## src/rtl/demo_pkg.sv

```systemverilog
// Shared types and constants for the demo scene sequencer and its scene ROM.
package demo_pkg;

  localparam int NUM_SCENES = 4;
  localparam int NUM_WAVES  = 3;
  localparam int FADE_BITS  = 4;
  localparam int SCENE_BITS = $clog2(NUM_SCENES);

  // Full brightness; fade counts 0..FADE_MAX.
  localparam logic [FADE_BITS-1:0] FADE_MAX = FADE_BITS'(2**FADE_BITS - 1);

  typedef enum logic [1:0] {
    FADE_IN  = 2'd0,
    HOLD     = 2'd1,
    FADE_OUT = 2'd2
  } scene_state_t;

  // Per-scene renderer configuration; wave i occupies bits [2i+1:2i].
  typedef struct packed {
    logic [NUM_WAVES-1:0][1:0] wave_freq_shl;
    logic [1:0]                palette_sel;
    logic [2:0]                speed_shl;
  } scene_cfg_t;

endpackage

```

## src/rtl/demo_scene_rom.sv

```systemverilog
// Constant table mapping a scene index to its renderer configuration.
module demo_scene_rom
  import demo_pkg::*;
(
  input  logic [SCENE_BITS-1:0] scene_idx,
  output scene_cfg_t            cfg
);

  // Purely combinational lookup; the sequencer registers the result.
  always_comb begin
    cfg = '0;
    case (scene_idx)
      SCENE_BITS'(0): begin
        cfg.wave_freq_shl = 6'b10_01_00;
        cfg.palette_sel   = 2'd0;
        cfg.speed_shl     = 3'd1;
      end
      SCENE_BITS'(1): begin
        cfg.wave_freq_shl = 6'b01_11_01;
        cfg.palette_sel   = 2'd1;
        cfg.speed_shl     = 3'd2;
      end
      SCENE_BITS'(2): begin
        cfg.wave_freq_shl = 6'b11_00_10;
        cfg.palette_sel   = 2'd2;
        cfg.speed_shl     = 3'd3;
      end
      default: begin
        cfg.wave_freq_shl = 6'b00_10_11;
        cfg.palette_sel   = 2'd3;
        cfg.speed_shl     = 3'd5;
      end
    endcase
  end

endmodule

```

## src/rtl/demo_scene_sequencer.sv

```systemverilog
// Frame-rate scene sequencer: fades each scene in, holds it, fades it out,
// then advances to the next scene and loads its renderer configuration.
module demo_scene_sequencer
  import demo_pkg::*;
#(
  parameter int HOLD_FRAMES     = 240,
  parameter int SCENE_TIME_BITS = 10
) (
  input  logic                       clk,
  input  logic                       reset,
  input  logic                       new_frame,
  input  logic                       pause,
  input  logic                       skip,
  output logic [SCENE_BITS-1:0]      scene,
  output logic [FADE_BITS-1:0]       fade,
  output logic [2*NUM_WAVES-1:0]     wave_freq_shl,
  output logic [1:0]                 palette_sel,
  output logic [2:0]                 speed_shl,
  output logic [SCENE_TIME_BITS-1:0] scene_time,
  output logic                       cfg_update
);

  localparam int HOLD_BITS = (HOLD_FRAMES > 1) ? $clog2(HOLD_FRAMES) : 1;
  localparam logic [HOLD_BITS-1:0]  HOLD_LAST  = HOLD_BITS'(HOLD_FRAMES - 1);
  localparam logic [SCENE_BITS-1:0] SCENE_LAST = SCENE_BITS'(NUM_SCENES - 1);

  scene_state_t                state_q, state_d;
  logic [FADE_BITS-1:0]        fade_q, fade_d;
  logic [HOLD_BITS-1:0]        hold_cnt_q, hold_cnt_d;
  logic [SCENE_BITS-1:0]       scene_q, scene_d;
  logic [SCENE_TIME_BITS-1:0]  scene_time_q, scene_time_d;
  logic                        skip_pending_q, skip_pending_d;
  logic                        cfg_update_q, cfg_update_d;
  scene_cfg_t                  cfg_q, cfg_d;

  logic [SCENE_BITS-1:0]       rom_idx;
  scene_cfg_t                  rom_cfg;
  logic                        step;
  logic                        skip_any;

  demo_scene_rom u_rom (
    .scene_idx (rom_idx),
    .cfg       (rom_cfg)
  );

  // A skip arriving with the frame strobe acts on that same frame.
  assign step     = new_frame & ~pause;
  assign skip_any = skip_pending_q | skip;

  // Next-state logic: one FSM step per unpaused frame, skip latch otherwise.
  always_comb begin
    state_d        = state_q;
    fade_d         = fade_q;
    hold_cnt_d     = hold_cnt_q;
    scene_d        = scene_q;
    scene_time_d   = scene_time_q;
    skip_pending_d = skip_any;
    cfg_update_d   = 1'b0;
    if (step) begin
      scene_time_d = scene_time_q + SCENE_TIME_BITS'(1);
      case (state_q)
        FADE_IN: begin
          if (skip_any) begin
            state_d        = FADE_OUT;
            skip_pending_d = 1'b0;
          end else if (fade_q == FADE_MAX) begin
            state_d    = HOLD;
            hold_cnt_d = '0;
          end else begin
            fade_d = fade_q + FADE_BITS'(1);
          end
        end
        HOLD: begin
          fade_d = FADE_MAX;
          if (skip_any || hold_cnt_q == HOLD_LAST) begin
            state_d        = FADE_OUT;
            skip_pending_d = 1'b0;
          end else begin
            hold_cnt_d = hold_cnt_q + HOLD_BITS'(1);
          end
        end
        FADE_OUT: begin
          // Switch scenes only at black so the config change is invisible.
          if (fade_q == '0) begin
            scene_d      = (scene_q == SCENE_LAST) ? '0 : scene_q + SCENE_BITS'(1);
            scene_time_d = '0;
            cfg_update_d = 1'b1;
            state_d      = FADE_IN;
          end else begin
            fade_d = fade_q - FADE_BITS'(1);
          end
        end
        default: begin
          state_d = FADE_IN;
          fade_d  = '0;
        end
      endcase
    end
  end

  // The ROM is addressed with the scene about to be registered, so reset
  // and scene switches both load the matching configuration.
  always_comb begin
    rom_idx = reset ? '0 : scene_d;
    cfg_d   = (reset || cfg_update_d) ? rom_cfg : cfg_q;
  end

  // State registers with synchronous reset.
  always_ff @(posedge clk) begin
    cfg_q <= cfg_d;
    if (reset) begin
      state_q        <= FADE_IN;
      fade_q         <= '0;
      hold_cnt_q     <= '0;
      scene_q        <= '0;
      scene_time_q   <= '0;
      skip_pending_q <= 1'b0;
      cfg_update_q   <= 1'b0;
    end else begin
      state_q        <= state_d;
      fade_q         <= fade_d;
      hold_cnt_q     <= hold_cnt_d;
      scene_q        <= scene_d;
      scene_time_q   <= scene_time_d;
      skip_pending_q <= skip_pending_d;
      cfg_update_q   <= cfg_update_d;
    end
  end

  assign scene         = scene_q;
  assign fade          = fade_q;
  assign wave_freq_shl = cfg_q.wave_freq_shl;
  assign palette_sel   = cfg_q.palette_sel;
  assign speed_shl     = cfg_q.speed_shl;
  assign scene_time    = scene_time_q;
  assign cfg_update    = cfg_update_q;

endmodule
```

## config.mk

```make
export PLATFORM = sky130hd
export DESIGN_NAME = demo_scene_sequencer
export DESIGN_NICKNAME = d
export VERILOG_FILES = /design/src/rtl/demo_pkg.sv /design/src/rtl/demo_scene_rom.sv /design/src/rtl/demo_scene_sequencer.sv
export SDC_FILE = /design/constraint.sdc
export NUM_CORES = 1
export LEC_CHECK = 0
export CAP_MARGIN = 25
export CORE_MARGIN = 8
export CORE_UTILIZATION = 40
export CTS_BUF_LIST = sky130_fd_sc_hd__clkbuf_8
export DETAILED_ROUTE_END_ITERATION = 10
export HOLD_SLACK_MARGIN = 0.02
export MAX_ROUTING_LAYER = met4
export SYNTH_ARGS = -nofsm -noshare
export SYNTH_HDL_FRONTEND = slang
export SYNTH_HIERARCHICAL = 1
export SYNTH_SLANG_ARGS = --single-unit
```

## constraint.sdc

```tcl
create_clock -name clk -period 2.8 [get_ports clk]
set_input_delay 0.7 -clock clk [delete_from_list [all_inputs] [get_ports clk]]
set_output_delay 0.7 -clock clk [all_outputs]
set_load 0.02 [all_outputs]
```

==> impl_metrics.yaml, run 1 <==
clock_network:
  numCtsBuffers: 5
  cts_setup_buffers: 0
  cts_buffer_depth: 2
  clkTransAtPathRegs_ns: 0.08
  cts.sinks: 39
  cts_tree: "yes"
  cts-root-buf: "clkbuf_8"
  ctsHoldBuffers: 0
  insertion_delay_ns: 0.29
  htreeDepth: 2
  ctsResizeCount: 0
worst_setup_path:
  rrSetupSlack_ns: 0.28
  r2r-end: "wave_freq_shl[1]$_DFFE_PP_"
  cp.arrival_ns: 2.68
  r2r_start: "fade[0]$_SDFFE_PP0P_"
  crit_path_end_kind: "flop"
  critPathMaxFanout: 5
  worstSetupPathType: "in2reg"
  worstPathRequired_ns: 2.84
  r2r_cells: 7
  cp-start-kind: "input port"
timing:
  relSlewSlack: 0.739
  fin_crit_ns: 2.64
  setup_slack_ns: 0.161
  fin_tns_setup_ns: 0
  setup_violations: 0
  drv_slew: 0
  hold_viol: 0
  fin_skew_ns: 0.00451
  min_period_over_period: 0.942
  max_freq_mhz: 379
  rsz0062_at_grt: "false"
  worst_slew_pin_slew_ns: 0.391
yosys:
  synth.area.top_cells: "dfxtp_1 28%, edfxtp_1 16%, ha_1 5.6%"
  synth.most_common_cell: "dfxtp_1"
  synth_edf_count: 11
  ys.flop_type: "dfxtp_1"
  async_flop_share: 0
  synth-seq-cells: 39
  netlist.area_leader.share: 0.279
  synth_fp_nets: 221
  avgSynthCellArea_sq_um: 9.70
  synth_commonest_cells: "28 x dfxtp_1, 18 x nor2_1, 13 x a21oi_1, 13 x nand2_1, 11 x edfxtp_1"
  yosys.cell_types.count: 53
  netlist_area_sq_um: 2010
  yosys.area.top_type: "dfxtp_1"
  ys_seq_area_frac: 0.444
  netlist_instances: 207
  yosys_warnings: 6
cells_and_area:
  drive_above_1_share: 0.114
  fill_cells: 459
  syn_to_final_growth_pct: 25.9
  post-route-cell-area_sq_um: 2530
  antenna_cells: 0
  layout.nets: 259
min_path:
  hold_depth: 2
  hp-start: "hold_cnt_q[4]$_SDFFE_PP0P_"
  min_to: "hold_cnt_q[4]$_SDFFE_PP0P_"
  hold_path.class: "reg2reg"
grt:
  grt.overflow.total: 0
  antenna_found_initial: 0
  grt_max_degree: 21
  grt_pass1_vias: 1487
  grt_usage: 0.120
  grt_first_pass_wirelength_mm: 6.99
place:
  place_area_sq_um: 2410
  pre_cts_slack_ns: -0.151
  place_congestion: 0.881
  dpl.hpwl_mm: 3.04
  port_buffers: 32
die:
  fp.coreArea_sq_um: 4790
  die-width_microns: 86.8
  num_io_pins: 33
  rows: 25
  die_area_sq_um: 7540
  initial_core_util: 0.419
  die_y_microns: 86.8
status:
  run_status: "finished, final reports clean"
power_and_ir_drop:
  peakVddDrop_mv: 0.221
  power.density_nw_per_um2: 475
  power_leakage_nw: 0.870
  total_power_mw: 1.20
detailed_routing:
  firstDrtPassIters: 4
  ant_nets: 0
  drc: 0
  vias: 1597
  first_iter_violations: 72
  finalWirelength_mm: 4.20
  wl_per_cell_microns: 13.4
  routed_via_density: 5.10
job:
  cap_violations: 0
==> where the power goes <==
part | leakage, nW | internal [mW] | switching, mW
Clock | 0.0581 | 0.265 | 0.203
Sequential | 0.330 | 0.593 | 0.0116
Combinational | 0.481 | 0.0582 | 0.0678
Total | 0.870 | 0.916 | 0.283
==> through the flow <==
stage,utilization,hold slack [ns],cells
after floorplan,-,0.452,207
after global routing,0.528,0.509,313
after detailed placement,0.504,0.476,305
final,0.528,0.488,313
after CTS,0.528,0.488,313
after global placement,0.504,0.475,305
==> how the worst max path moves through the flow <==
| stage | from | endpoint | slack [ns] |
|---|---|---|---|
| after floorplan | pause | wave_freq_shl[1]$_DFFE_PP_ | 0.30 |
| after global placement | pause | palette_sel[1]$_DFFE_PP_ | -0.04 |
| after detailed placement | pause | wave_freq_shl[1]$_DFFE_PP_ | -0.15 |
| after CTS | pause | wave_freq_shl[1]$_DFFE_PP_ | 0.15 |
| after global routing | pause | wave_freq_shl[1]$_DFFE_PP_ | 0.04 |
| final | pause | wave_freq_shl[1]$_DFFE_PP_ | 0.16 |
==> worst max-delay path, cell delays in order <==
cell and delay [ns]:
clkdlybuf4s50_1 0.43, nand2b_1 0.20, nor4_4 0.32, mux2i_1 0.12, nor2_1 0.30, inv_1 0.13, ha_1 0.23, or2_1 0.24
==> cell families after synthesis <==
family          Yosys count  synth area share
simple gates             78             0.224
compound gates           47             0.158
flops                    39             0.444
buf+inv                  21            0.0586
xor+xnor                 10            0.0436
fa+ha+maj                 9            0.0561
mux                       3            0.0150
==> layer usage <==
metal	GRT usage	vias up	wire, microns
met4	0.0516	0	36
met2	0.182	40	1840
met5	-	-	0
met1	0.145	725	2070
met3	0.0350	4	249
li1	-	828	-
==> area by class of cell <==
class	count	area, sq um	share of cell area
well taps	67	83.8	0.0332
inverters	8	30.0	0.0119
multi-input cells	147	998	0.395
clock buffers	5	68.8	0.0272
clock inverters	3	43.8	0.0173
flip-flops and latches	39	891	0.353
repair buffers	44	410	0.162
==> state kept, by name, indices dropped and copies added, names as in the netlist <==
name,flops
scene_time,10
hold_cnt_q,8
wave_freq_shl,6
fade,4
speed_shl,3
palette_sel,2
scene,2
state_q,2
cfg_update,1
skip_pending_q,1
==> placed cells by master (no fill, tap or decap), types with 3 or more instances in the layout <==
master | synthesis | final
xnor2_1 | 5 | 5
dfxtp_1 | 28 | 28
edfxtp_1 | 11 | 11
ha_1 | 9 | 9
o211ai_1 | 3 | 3
or4_1 | 3 | 3
mux2i_1 | 3 | 3
nand3_1 | 4 | 4
nand2_1 | 13 | 13
or3_1 | 4 | 4
clkbuf_8 | 0 | 5
o21ai_0 | 9 | 9
xor2_1 | 5 | 5
nand4_1 | 6 | 6
buf_4 | 5 | 12
o31ai_1 | 6 | 6
clkdlybuf4s50_1 | 0 | 32
inv_1 | 8 | 8
nor2_1 | 18 | 18
a21oi_1 | 13 | 13
nor3_1 | 4 | 4
or2_1 | 4 | 4
Note: power is estimated with default switching activity, not from simulation.
==> run 2: changes to the inputs <==
--- a/config.mk
+++ b/config.mk
@@ -6,13 +6,15 @@
 export NUM_CORES = 1
 export LEC_CHECK = 0
 export CAP_MARGIN = 25
+export CELL_PAD_IN_SITES_DETAIL_PLACEMENT = 0
+export CELL_PAD_IN_SITES_GLOBAL_PLACEMENT = 1
 export CORE_MARGIN = 8
 export CORE_UTILIZATION = 40
 export CTS_BUF_LIST = sky130_fd_sc_hd__clkbuf_8
 export DETAILED_ROUTE_END_ITERATION = 10
 export HOLD_SLACK_MARGIN = 0.02
 export MAX_ROUTING_LAYER = met4
+export PLACE_DENSITY_LB_ADDON = 0.1
 export SYNTH_ARGS = -nofsm -noshare
 export SYNTH_HDL_FRONTEND = slang
-export SYNTH_HIERARCHICAL = 1
 export SYNTH_SLANG_ARGS = --single-unit
==> run 2 against run 1 <==
Net effect: core utilization is 0.16 points higher; clock-buffer cell count unchanged; register-to-register slack improved by 0.29 ns; total power shrank 15%; cell count shrank 8.0%; synthesized cell count is 4.8% lower; critical endpoint unchanged; largest power group unchanged; global-route usage rose by 0.78 points; area after synthesis fell by 7.7%.
==> impl_metrics.yaml, run 2 <==
clock_network:
  htreeDepth: 2
  cts.sinks: 35
  numCtsBuffers: 5
  ctsResizeCount: 0
  cts-root-buf: "clkbuf_8"
  ctsHoldBuffers: 0
  cts_setup_buffers: 0
  clkTransAtPathRegs_ns: 0.07
  cts_buffer_depth: 2
  insertion_delay_ns: 0.28
  cts_tree: "yes"
grt:
  grt.overflow.total: 0
  grt_first_pass_wirelength_mm: 7.51
  grt_usage: 0.128
  grt_max_degree: 18
  grt_pass1_vias: 1589
  antenna_found_initial: 0
timing:
  min_period_over_period: 0.883
  fin_tns_setup_ns: 0
  rsz0062_at_grt: "false"
  max_freq_mhz: 404
  hold_viol: 0
  worst_slew_pin_slew_ns: 0.408
  fin_skew_ns: 0.00731
  drv_slew: 0
  fin_crit_ns: 2.47
  relSlewSlack: 0.725
  setup_violations: 0
die:
  initial_core_util: 0.420
  fp.coreArea_sq_um: 4410
  die_y_microns: 84.0
  num_io_pins: 33
  die_area_sq_um: 7060
  rows: 24
  die-width_microns: 84.0
min_path:
  hold_path.class: "reg2reg"
place:
  port_buffers: 32
  dpl.hpwl_mm: 3.31
  place_congestion: 0.776
  place_area_sq_um: 2260
yosys:
  synth_edf_count: 7
  avgSynthCellArea_sq_um: 9.40
  netlist.area_leader.share: 0.303
  synth.area.top_cells: "dfxtp_1 30%, edfxtp_1 11%, ha_1 6.8%"
  synth_fp_nets: 213
  ys.flop_type: "dfxtp_1"
  synth.most_common_cell: "dfxtp_1"
  async_flop_share: 0
  ys_seq_area_frac: 0.416
  yosys.area.top_type: "dfxtp_1"
  yosys.cell_types.count: 48
  netlist_instances: 197
  yosys_warnings: 0
  netlist_area_sq_um: 1850
  synth_commonest_cells: "28 x dfxtp_1, 18 x nor2_1, 15 x a21oi_1, 11 x nand2_1, 11 x nand3_1"
  synth-seq-cells: 35
cells_and_area:
  layout.nets: 251
  drive_above_1_share: 0.0975
  syn_to_final_growth_pct: 26.2
  largest_reg_flops: 10
  layout_common_cells: "32 x clkdlybuf4s50_1, 28 x dfxtp_1, 18 x nor2_1, 15 x a21oi_1"
  antenna_cells: 0
  post-route-cell-area_sq_um: 2340
  layout_commonest_cell: "clkdlybuf4s50_1"
power_and_ir_drop:
  peakVddDrop_mv: 0.179
  power.density_nw_per_um2: 435
  power_leakage_nw: 0.882
detailed_routing:
  finalWirelength_mm: 4.36
  firstDrtPassIters: 4
  vias: 1611
  ant_nets: 0
  drc: 0
  wl_per_cell_microns: 15.1
  routed_via_density: 5.59
  first_iter_violations: 43
worst_setup_path:
  cp-start-kind: "input port"
  worstSetupPathType: "in2reg"
  cp.arrival_ns: 2.50
  critPathMaxFanout: 5
  crit_path_end_kind: "flop"
  worstPathRequired_ns: 2.83
status:
  run_status: "finished, final reports clean"
job:
  cap_violations: 0
run 2: cell types whose count changed in the layout (fill, tap and decap cells not counted), sizes merged, moves of 4 or more:
cell and change:
nand3 +7, nor3 +6, o31ai -5, edfxtp -4
run 2: stage by stage:
stage                     worst slack [ns]  std cells  utilization  hold slack, ns  power [mW]
after floorplan                      0.618        197            -           0.475       0.632
after global placement               0.137        280        0.511           0.464       0.684
after detailed placement            0.0528        280        0.511           0.480       0.688
after CTS                            0.340        288        0.529           0.489        1.03
after global routing                 0.254        288        0.529           0.525        1.07
final                                0.327        288        0.529           0.485        1.02
run 2: where the power goes:
group	leakage, nW	total, mW	switching, mW	internal (mW)
clock network	0.0505	0.342	0.175	0.167
logic	0.543	0.139	0.0789	0.0597
registers	0.289	0.537	0.0118	0.525
run 2: cell families (layout without fill, tap and decap cells):
group                      Yosys count  in the layout  synth area share
xor gates and xnor gates             8              8            0.0378
AOI/OAI and AO/OA                   41             41             0.160
adders and majority gates           11             11            0.0784
DFF                                 35             35             0.416
buffers and inverters               17             56            0.0426
and+or+nand+nor                     81             81             0.243
muxes                                4              4            0.0216
run 2: layer usage:
layer / share of wire / global-route usage / routed length, microns
met5: 0 / - / 0
met4: 0.0060 / 0.0424 / 26
met3: 0.045 / 0.0449 / 198
met2: 0.50 / 0.210 / 2200
met1: 0.44 / 0.140 / 1930
run 2: cell type report:
class | count | area, sq um
tap | 52 | 65.1
multi-input combinational | 145 | 1000
fill | 399 | 2080
timing repair buffer | 42 | 395
inverter | 6 | 22.5
clock buffer | 5 | 68.8
sequential | 35 | 771
clock inverter | 3 | 12.5
run 2: path summary, 6_finish.rpt:
check,cells after the start,start,slack (ns),to
worst min register to register,2,scene_time[1]$_SDFFE_PP0N_,0.49,scene_time[1]$_SDFFE_PP0N_
worst max-delay path,7,pause,0.33,wave_freq_shl[1]$_DFFE_PP_
worst min-delay path,2,scene_time[1]$_SDFFE_PP0N_,0.49,scene_time[1]$_SDFFE_PP0N_
worst max register to register,6,fade[2]$_SDFFE_PP0P_,0.57,wave_freq_shl[1]$_DFFE_PP_
run 2: critical path, cell delays in order:
cell	delay, ns
clkdlybuf4s50_1	0.52
and2b_1	0.21
nand3_1	0.18
mux2i_1	0.25
nor2_1	0.11
ha_1	0.23
or2_2	0.29
==> RTL change, RTL diff (config.mk and constraints of run 1) <==
The parameter `HOLD_FRAMES` goes from 240 to 480.
--- a/src/rtl/demo_scene_sequencer.sv
+++ b/src/rtl/demo_scene_sequencer.sv
@@ -4,5 +4,5 @@
   import demo_pkg::*;
 #(
-  parameter int HOLD_FRAMES     = 240,
+  parameter int HOLD_FRAMES     = 480,
   parameter int SCENE_TIME_BITS = 10
 ) (
Behaviour: same outputs for any inputs over 10 cycles, from zero or initial values and one cycle with reset high; that may be too few to reach the edited logic, so the function may still have changed.
==> RTL change against run 1 <==
Synthesized area increased by 4.0%; count of clock-buffer cells in the layout unchanged; worst setup slack improved by 0.11 ns; critical path depth decreased by 1; sequential cell count increased by 1; final area increased by 4.9%; total power increased by 16%; sequential power increased by 2%; utilization decreased by 0.59 points; routed wire length increased by 6.4%; non-clock buffer count decreased by 3; fmax increased by 4.4%; critical path type is now reg2reg; critical endpoint is now palette_sel[1]; highest routed layer unchanged.
==> RTL change: results (changes against run 1) <==
yosysSeqAreaShare_pct: 43.6  # -0.74 points
grt.total_usage_pct: 12.7  # +0.73 points
use_met1_pct: 14.9  # +0.41 points
vdd_ir_drop_max_mv: 0.207  # -6.6%
num-nets-final: 265  # +2.3%
clkCellAreaFrac_pct: 6.00  # +1.5 points
met3_usage_pct: 3.71  # +0.22 points
vias: 1702  # +6.6%
min-delay-start: "scene_time[9]"
ys_top_cells_by_area: "dfxtp_1 28%, edfxtp_1 16%, ha_1 6.0%, a21oi_1 3.6%, nor2_1 2.5%"
nFillCells: 500  # +8.9%
ys_top_cells_by_count: "29 x dfxtp_1, 15 x a21oi_1, 14 x nor2_1"
arrival_ns: 2.57  # -0.11 ns
multi_input_area_share_pct: 40.4  # +0.86 points
grt_util_met2_pct: 20.4  # +2.3 points
status: "finished clean"
grt_pass1_wl_um: 7620  # +9.1%
synthDistinctLibCells: 56  # +5.7%
critical_path.startpoint: "fade[3]"
cp_max_fo: 7  # +2
cts.sinks: 40  # +2.6%
buffers: 41  # -6.8%
critPathSlowestCell: "or4_4"
comb.multi_input.count: 152  # +3.4%
leakage_nw: 0.934  # +7.3%
hpwl_um: 3300  # +8.6%
drt-initial-drc-count: 51  # -29%
gp_congestion: 0.800  # -9.2%
## RTL change: cell types whose count changed in the layout (fill, tap and decap cells not counted), sizes merged, moves of 4 or more
cell and delta:
a211oi +4, a311oi +4, nand3 +4, nor2b +4
nor3 +6, o31ai -4
## RTL change: cells by family after synthesis
logic type | share of synthesized area, %
buf+inv | 5.10
flops | 43.6
simple gates | 22.1
xor+xnor | 3.36
compound gates | 18.8
fa+ha+maj | 6.95
## RTL change: metal layers
layer  up-vias  wire (um)
li1        854          -
met1       797       2090
met2        45       2020
met3         6        298
met4         0         60
met5         -          0
## RTL change: tightest hold or removal path: stages (launching register included)
cell     delay, ns
dfxtp_1       0.33
o31ai_1       0.06
a21oi_1       0.06
## RTL change: path summary, 6_finish.rpt
| kind | slack, ns | cells after the start | endpoint |
|---|---|---|---|
| worst min register to register | 0.49 | 2 | scene_time[9] |
| worst max register to register | 0.27 | 7 | palette_sel[1] |
| worst min-delay path | 0.49 | 2 | scene_time[9] |
| worst max-delay path | 0.27 | 7 | palette_sel[1] |
## RTL change: where the power goes
group          internal, mW  switching [mW]  leakage, nW
registers             0.607         0.00934        0.339
logic                0.0547          0.0670        0.517
clock network         0.446           0.206       0.0784
## RTL change: through the flow
step,hold slack [ns],cells,total power [mW],area [um2],worst slack [ns]
finish,0.488,320,1.39,2650,0.273
floorplan,0.462,213,0.702,2090,0.284
global route,0.536,320,1.44,2650,0.0880
detailed placement,0.478,312,0.752,2490,0.0884
CTS,0.489,320,1.41,2650,0.280
global placement,0.468,312,0.751,2490,0.181
